==> config.mk <==
export PLATFORM = sky130hd
export DESIGN_NAME = carrega_matriz
export DESIGN_NICKNAME = d
export VERILOG_FILES = /design/src/rtl/mat_pkg.sv /design/src/rtl/carrega_matriz.sv
export SDC_FILE = /design/constraint.sdc
export NUM_CORES = 1
export LEC_CHECK = 0
export ABC_AREA = 0
export BUFFER_PORTS_ARGS = -buffer_cell sky130_fd_sc_hd__buf_2
export CORE_ASPECT_RATIO = 1.5
export CORE_MARGIN = 2
export CORE_UTILIZATION = 58
export CTS_CLUSTER_DIAMETER = 40
export DETAILED_ROUTE_END_ITERATION = 12
export PLACE_DENSITY = 0.85
export SLEW_MARGIN = 20
export SYNTH_ARGS = -nofsm -noshare
export SYNTH_HDL_FRONTEND = slang
export SYNTH_SLANG_ARGS = --single-unit
export TNS_END_PERCENT = 30
==> constraint.sdc <==
create_clock -name clk -period 8.7 [get_ports clk]
set_clock_uncertainty 0.05 [all_clocks]
set_input_delay 1.305 -clock clk [delete_from_list [all_inputs] [get_ports clk]]
set_output_delay 1.305 -clock clk [all_outputs]
set_load 0.05 [all_outputs]
==> src/rtl/mat_pkg.sv <==
// Shared definitions for the matrix loader and the determinant stage that
// consumes its packed output.
package mat_pkg;

  // Largest supported matrix order and element width (signed two's complement)
  localparam int MAX_N = 5;
  localparam int W     = 8;

  // Width of the densely packed matrix vector handed to the determinant stage
  localparam int MAT_W = MAX_N * MAX_N * W;

  // Element index counter width: covers 0..MAX_N*MAX_N-1
  localparam int IDX_W = 5;

  // Legal matrix orders accepted on a start request
  localparam logic [7:0] TAM_MIN = 8'd2;
  localparam logic [7:0] TAM_MAX = 8'd5;

  // Loader state encoding
  typedef enum logic [1:0] {
    ST_IDLE = 2'd0,
    ST_LOAD = 2'd1,
    ST_HOLD = 2'd2
  } estado_t;

  // True when a requested order lies inside the supported range
  function automatic logic tam_valido(input logic [7:0] t);
    return (t >= TAM_MIN) && (t <= TAM_MAX);
  endfunction

  // Number of elements of a square matrix of order t, truncated to the
  // index width (orders are range-checked before this is used)
  function automatic logic [IDX_W-1:0] num_elem(input logic [7:0] t);
    logic [15:0] quad;
    quad = t * t;
    return quad[IDX_W-1:0];
  endfunction

endpackage

==> src/rtl/carrega_matriz.sv <==
// Matrix loader: accepts a matrix order with a start pulse, collects
// order*order signed elements in row-major order through a valid/ready
// stream, and presents the packed matrix to the determinant stage until
// it is acknowledged.
module carrega_matriz #(
  parameter int MAX_N = 5,
  parameter int W     = 8
) (
  input  logic                   clk,
  input  logic                   rst_n,
  input  logic                   start,
  input  logic [7:0]             tamanho_in,
  input  logic                   in_valid,
  input  logic [W-1:0]           in_data,
  output logic                   in_ready,
  output logic [MAX_N*MAX_N*W-1:0] matriz1,
  output logic [7:0]             tamanho,
  output logic                   matriz_valid,
  input  logic                   matriz_ack,
  output logic                   busy,
  output logic                   erro
);

  import mat_pkg::*;

  localparam int LW = MAX_N * MAX_N * W;

  estado_t                r_estado;
  estado_t                w_prox;
  logic [IDX_W-1:0]       r_idx;
  logic [IDX_W-1:0]       r_alvo;
  logic [LW-1:0]          r_matriz1;
  logic [7:0]             r_tamanho;
  logic                   r_erro;

  logic                   w_req_ok;
  logic                   w_req_bad;
  logic                   w_xfer;
  logic                   w_ultimo;

  // A start request is only looked at in IDLE; anything else ignores it
  assign w_req_ok  = (r_estado == ST_IDLE) && start &&  tam_valido(tamanho_in);
  assign w_req_bad = (r_estado == ST_IDLE) && start && !tam_valido(tamanho_in);

  // Handshake: an element moves when the producer offers and we are loading
  assign w_xfer   = in_valid && (r_estado == ST_LOAD);
  assign w_ultimo = (r_idx == (r_alvo - 1'b1));

  // State register
  always_ff @(posedge clk or negedge rst_n) begin
    if (!rst_n) begin
      r_estado <= ST_IDLE;
    end else begin
      r_estado <= w_prox;
    end
  end

  // Next-state logic: IDLE -> LOAD on a legal start, LOAD -> HOLD on the
  // last element, HOLD -> IDLE on acknowledge
  always_comb begin
    w_prox = r_estado;
    case (r_estado)
      ST_IDLE: begin
        if (w_req_ok) begin
          w_prox = ST_LOAD;
        end
      end
      ST_LOAD: begin
        if (w_xfer && w_ultimo) begin
          w_prox = ST_HOLD;
        end
      end
      ST_HOLD: begin
        if (matriz_ack) begin
          w_prox = ST_IDLE;
        end
      end
      default: begin
        w_prox = ST_IDLE;
      end
    endcase
  end

  // Order latch, element target and one-cycle error pulse on rejected orders
  always_ff @(posedge clk or negedge rst_n) begin
    if (!rst_n) begin
      r_tamanho <= 8'd0;
      r_alvo    <= '0;
      r_erro    <= 1'b0;
    end else begin
      r_erro <= w_req_bad;
      if (w_req_ok) begin
        r_tamanho <= tamanho_in;
        r_alvo    <= num_elem(tamanho_in);
      end
    end
  end

  // Element index: cleared on a new load, advanced on every transfer
  always_ff @(posedge clk or negedge rst_n) begin
    if (!rst_n) begin
      r_idx <= '0;
    end else if (w_req_ok) begin
      r_idx <= '0;
    end else if (w_xfer) begin
      r_idx <= r_idx + 1'b1;
    end
  end

  // Packed matrix storage: cleared on a new load so unused upper elements
  // read as zero, then filled densely in arrival order; data is stored raw
  always_ff @(posedge clk or negedge rst_n) begin
    if (!rst_n) begin
      r_matriz1 <= '0;
    end else if (w_req_ok) begin
      r_matriz1 <= '0;
    end else if (w_xfer) begin
      r_matriz1[int'(r_idx)*W +: W] <= in_data;
    end
  end

  assign in_ready     = (r_estado == ST_LOAD);
  assign busy         = (r_estado != ST_IDLE);
  assign matriz_valid = (r_estado == ST_HOLD);
  assign matriz1      = r_matriz1;
  assign tamanho      = r_tamanho;
  assign erro         = r_erro;

endmodule

[Word-level counts from Yosys, hierarchy flattened]
Cells that the tools add are included.
Cells by class
  add/sub/neg operators: 3
  multipliers: 1
  $lt $le $gt $ge: 2
  equal/unequal tests: 6
  shift-type cells: 2
  muxes and demuxes: 9
  reduce and logical (&&, ||, !) cells: 11
Operators by type and width (number)
  $mux 200: 2
  $bwmux 200: 1
  $shift 8x33->200 const A: 1
  $shiftx 8x33->200: 1
  $neg 8->33: 1
  $mux 5: 2
  $ge 8x2->1 const B: 1
  $le 8x3->1 const B: 1
  $mul 8x8->5: 1
  $logic_and 1x1->1: 6
  $mux 2: 3
  $pmux 2 s3: 1
  $add 5x1->5 const B: 1
  $eq 5x5->1: 1
  $sub 5x1->5 const B: 1
  $ne 2x1->1 const B: 2
  $reduce_bool 2->1: 2
  $reduce_and 3->1: 1
  $eq 2x1->1 const B: 1
  $eq 2x2->1 const B: 1
  $logic_not 2->1: 1
  $ne 2x2->1 const B: 1
  $logic_not 1->1: 1
Word-level totals
  bits in registers: 221
  output and inout port bits: 212
  word-level logic and storage cells: 40

[Depth between registers and ports, before layout]
  depth in word-level cells: 5
  depth in mapped cells: 12

[Least setup slack after synthesis]
Ideal clock, no wire load.
  kind: input to register
  start point: input port tamanho_in[4]
  end point: register r_matriz1[48] (netlist: matriz1[48])
  setup time: 0.150 ns
  data arrival time: 2.926 ns
  required time: 8.500 ns
  setup slack: 5.574 ns
  stages on the path: 7
  buffers on the path: 3
  cell sequence: or4_4 > or4_1 > clkbuf_1 > buf_2 > buf_2 > nand2_1 > mux2i_1
On the way
  word-level cells in the longest chain between the ends: 4
Ends and longest elaborated chain
  from (decl): line carrega_matriz.sv:12  | input logic [7:0] tamanho_in,
  $ge 8x2->1 or $le 8x3->1 (tied branches): line mat_pkg.sv:28  | return (t >= TAM_MIN) && (t <= TAM_MAX);
  $logic_and 1x1->1 *: line mat_pkg.sv:28
  $logic_and 1x1->1 *: line carrega_matriz.sv:42  | assign w_req_ok = (r_estado == ST_IDLE) && start && tam_valido(tamanho_in);
  $mux 200 or $reduce_bool 2->1 (tied branches)
  to (signal, indexed assignment): line carrega_matriz.sv:118  | r_matriz1[int'(r_idx)*W +: W] <= in_data;
  to (decl): line carrega_matriz.sv:32  | logic [LW-1:0] r_matriz1;
Mark *: on every way between the ends. The rest lies on a longest branch, timed or not.
A chain may end at the register's enable or synchronous reset.

[Final worst setup path]
  start point: register r_idx[0]
  end point: register r_matriz1[48] (netlist: matriz1[48])
On the way
  word-level cells in the longest chain between the ends: 5
Ends and longest elaborated chain
  from (decl): line carrega_matriz.sv:30  | logic [IDX_W-1:0] r_idx;
  from (signal assigned): line carrega_matriz.sv:106  | r_idx <= r_idx + 1'b1;
  $neg 8->33 *: line carrega_matriz.sv:118
  $shiftx 8x33->200 or $shift 8x33->200 (tied branches): line carrega_matriz.sv:118
  $bwmux 200 *: line carrega_matriz.sv:118
  $mux 200 *: line carrega_matriz.sv:117  | end else if (w_xfer) begin
  $mux 200 *: line carrega_matriz.sv:115  | end else if (w_req_ok) begin
Mark *: on every way between the ends. The rest lies on a longest branch, timed or not. The select of a mux whose other input is x is not followed.

==> metrics.md <==
| Metric | Value |
|---|---|
| Status | `completed` |
| Finish-stage setup viols | `0` |
| Routed WL | `27500 µm` |
| Unrepaired setup endpoints after global routing | `no` |
| Area grow syn2layout | `19.3%` |
| EDFF count, synth | `0` |
| Initial drt markers | `772` |
| Worst Reg-to-Reg Cells | `6` |
| Critical path arrival | `4.32 ns` |
| I/O Buffers | `232` |
| Die height | `approximately 160 µm` |
| DRC | `0` |
| Fmax | `251 MHz` |
| Final worst path period share | `45.7%` |
| Static Leak | `6.16 nW` |
| Fin. max-slew vios | `0` |
| CP startpoint kind | `flop` |
| Final Hold Fails | `0` |
| Row cnt | `57` |
| Multi-input logic area | `0.00384 mm²` |
| HP Class | `reg2reg` |
| Synth Flop Type | `dfrtp_1` |
| # clock sinks | `~220` |
| DRT Pass-1 Iters | `8` |
| Max-slew headroom | `between 20% and 30%` |
| Initial Util | `between 50% and 60%` |
| Congestion Overflow GR | `0` |
| Register Area | `0.00548 mm²` |
| Number of setup buffers added after CTS | `0` |
| Hold depth | `2` |
| Setup TNS | `0 ns` |
| DR vias | `between 7000 and 8000` |
| Crit path time final | `3.98 ns` |
| Yosys synthesis warning count | `0` |
| Full die area | `between 0.015 and 0.02 mm²` |
| Slew @ Worst Pin | `1.10 ns` |
| Ant diodes | `0` |
| Fillers | `1175` |
| CTS Buf Count | `20` |
| Synthesis-stage register bit count | `219` |
| Maximum level of the CTS H-tree | `1` |
| Max Buffers Root-to-Sink | `3` |
| Max FO, Critical Path | `24` |
| Power per cell area | `between 400 and 500 mW/mm²` |
| Initial antenna violation count | `0` |
| Worst skew pair latency | `a little under 0.5 ns` |
| IO Pins | `233` |
| Synthesized area | `0.00970 mm²` |
| CP Class | `reg2reg` |
| Cts hold-fix bufs | `0` |
| Largest net degree at the start of global routing | `102` |
| GP Congestion | `0.912` |
| First-pass GRT wire length | `42600 µm` |
| Clock root buffer | `clkbuf_16` |
| Post-cts gate resize count | `0` |
| CTS tree | `done` |
| Core area | `0.0163 mm²` |
| CP required | `9.05 ns` |
| Peak VDD IR | `about 280 µV` |
| Vias in the first global route | `7801` |
| Hold_ws | `about 0.43 ns` |
| Asr flop ratio synth | `100%` |
| Die W | `between 100 and 150 µm` |
| Post-Syn Area per Cell | `between 10 and 15 µm²` |
| Setup crit end kind | `flop` |
| Tot GR Track Use | `31.1%` |
| Worst-path clk slew | `0.07 ns` |
| Post-synthesis cell count | `about 880` |
| Fraction of layout cells with a size suffix above 1 | `28.1%` |
| Post-synth cell types | `62` |
| Max-Cap Viols | `0` |
| Syn_nets | `907` |
| Post-detail-place hpwl | `18100 µm` |
| Register area share after synthesis | `56.5%` |
| NumNets Final | `1099` |
| Vias per inst | `6.10` |
| Average wire per standard cell | `21.3 µm` |
| Routed Antenna Nets | `0` |
-- registers in the layout (all words and copies together), names as in the netlist --
signal / flops
erro: 1
matriz1: 200
r_alvo: 4
r_estado: 2
r_idx: 5
tamanho: 7
-- logic make-up (layout without fill, tap and decap cells) --
family / count (synthesis) / in the layout / share of synthesized area (%)
buffers and inverters: 84 / 290 / 4.08
AOI/OAI and AO/OA: 132 / 132 / 10.3
adders and majority gates: 5 / 5 / 0.723
and+or+nand+nor: 335 / 335 / 17.5
DFF: 219 / 219 / 56.5
xor gates and xnor gates: 13 / 13 / 1.25
muxes: 93 / 93 / 9.60
-- metrics by stage --
stage	instances	power [mW]	worst slack (ns)	area (µm²)	util, %
6_report	1293	5.13	4.72	11600	71.1
5_1_grt	1293	5.33	4.50	11600	71.1
4_1_cts	1293	5.11	4.80	11600	71.1
3_5_place_dp	1257	4.17	4.71	10900	66.7
3_3_place_gp	1257	4.12	4.76	10900	66.7
2_1_floorplan	881	3.54	5.57	9700	-
-- critical path: stages (launching register included) --
cell	delay (ns)
dfrtp_1	0.71
inv_1	0.17
ha_1	0.35
or4b_1	0.80
nand4_1	0.53
nor3_2	0.92
mux2i_1	0.34
-- report_power, final --
part	internal, mW	switching, mW	leakage, nW
sequential	1.37	0.265	2.93
combinational	0.582	1.98	2.88
clock	0.548	0.383	0.352
total	2.50	2.63	6.16
-- layout make-up --
class	count	share of cell area (%)
inverters	16	0.519
clock inverters	4	0.422
well taps	206	2.23
repair buffers	238	10.5
flip-flops and latches	219	47.4
multi-input cells	578	33.2
clock buffers	32	5.68
-- worst paths after layout --
| kind | from | end | slack [ns] |
|---|---|---|---|
| setup / recovery | r_idx[0] | matriz1[48] | 4.72 |
| hold / removal | tamanho[1] | tamanho[1] | 0.43 |
| setup reg to reg | r_idx[0] | matriz1[48] | 4.72 |
| hold reg to reg | tamanho[1] | tamanho[1] | 0.43 |
| max in group asynchronous | rst_n | matriz1[10] | 6.48 |
| min in group asynchronous | rst_n | erro | 0.76 |
-- per-layer routing --
layer | share of wire (%) | vias up | global-route usage, %
li1 | - | 3488 | -
met1 | 37 | 3937 | 39.5
met2 | 51 | 382 | 51.9
met3 | 7.5 | 81 | 4.84
met4 | 4.6 | 0 | 14.2
met5 | 0 | - | 0
-- cell usage in the layout, fill, tap and decap left out, types with 3 or more instances in the layout --
cell type | synthesis | layout
nor4_2 | 5 | 5
dfrtp_1 | 219 | 219
a22o_1 | 64 | 64
mux2i_1 | 93 | 93
nand4_1 | 17 | 17
o31a_2 | 3 | 3
nor4_1 | 6 | 5
buf_4 | 1 | 6
clkbuf_8 | 0 | 9
o21ai_0 | 37 | 37
ha_1 | 4 | 4
o2bb2ai_1 | 6 | 6
nor3_2 | 3 | 4
nand2b_1 | 4 | 4
or2_2 | 3 | 3
buf_2 | 31 | 231
nand3_2 | 4 | 4
nand3_1 | 54 | 54
a21oi_1 | 5 | 5
nand3b_1 | 4 | 4
or3_1 | 7 | 7
xnor2_1 | 8 | 8
xor2_1 | 4 | 4
clkbuf_16 | 0 | 21
a31oi_1 | 3 | 3
nand2_1 | 167 | 167
nor2_1 | 15 | 15
inv_1 | 16 | 16
nor3_1 | 14 | 13
and2_1 | 8 | 8
-- synth_stat cells (3+ instances only) --
| master | n | area share (%) |
|---|---|---|
| nand3_2 | 4 | 0.41 |
| nor3_1 | 14 | 0.72 |
| and2_1 | 8 | 0.52 |
| nor4_1 | 6 | 0.39 |
| nand3_1 | 54 | 2.8 |
| nand2b_1 | 4 | 0.26 |
| inv_1 | 16 | 0.62 |
| nor2_1 | 15 | 0.58 |
| ha_1 | 4 | 0.52 |
| o31a_2 | 3 | 0.31 |
| o2bb2ai_1 | 6 | 0.54 |
| nand3b_1 | 4 | 0.31 |
| buf_1 | 3 | 0.12 |
| xnor2_1 | 8 | 0.72 |
| mux2i_1 | 93 | 9.6 |
| a22o_1 | 64 | 5.8 |
| or2_2 | 3 | 0.19 |
| buf_6 | 5 | 0.58 |
| or3_1 | 7 | 0.45 |
| nor4_2 | 5 | 0.65 |
| nand2_1 | 167 | 6.5 |
| a31oi_1 | 3 | 0.19 |
| a21oi_1 | 5 | 0.26 |
| nand4_1 | 17 | 1.1 |
| xor2_1 | 4 | 0.36 |
| nor3_2 | 3 | 0.31 |
| buf_2 | 31 | 1.6 |
| o21ai_0 | 37 | 1.9 |
| clkbuf_1 | 28 | 1.1 |
| dfrtp_1 | 219 | 57 |
Note: power is estimated with default switching activity, not from simulation.
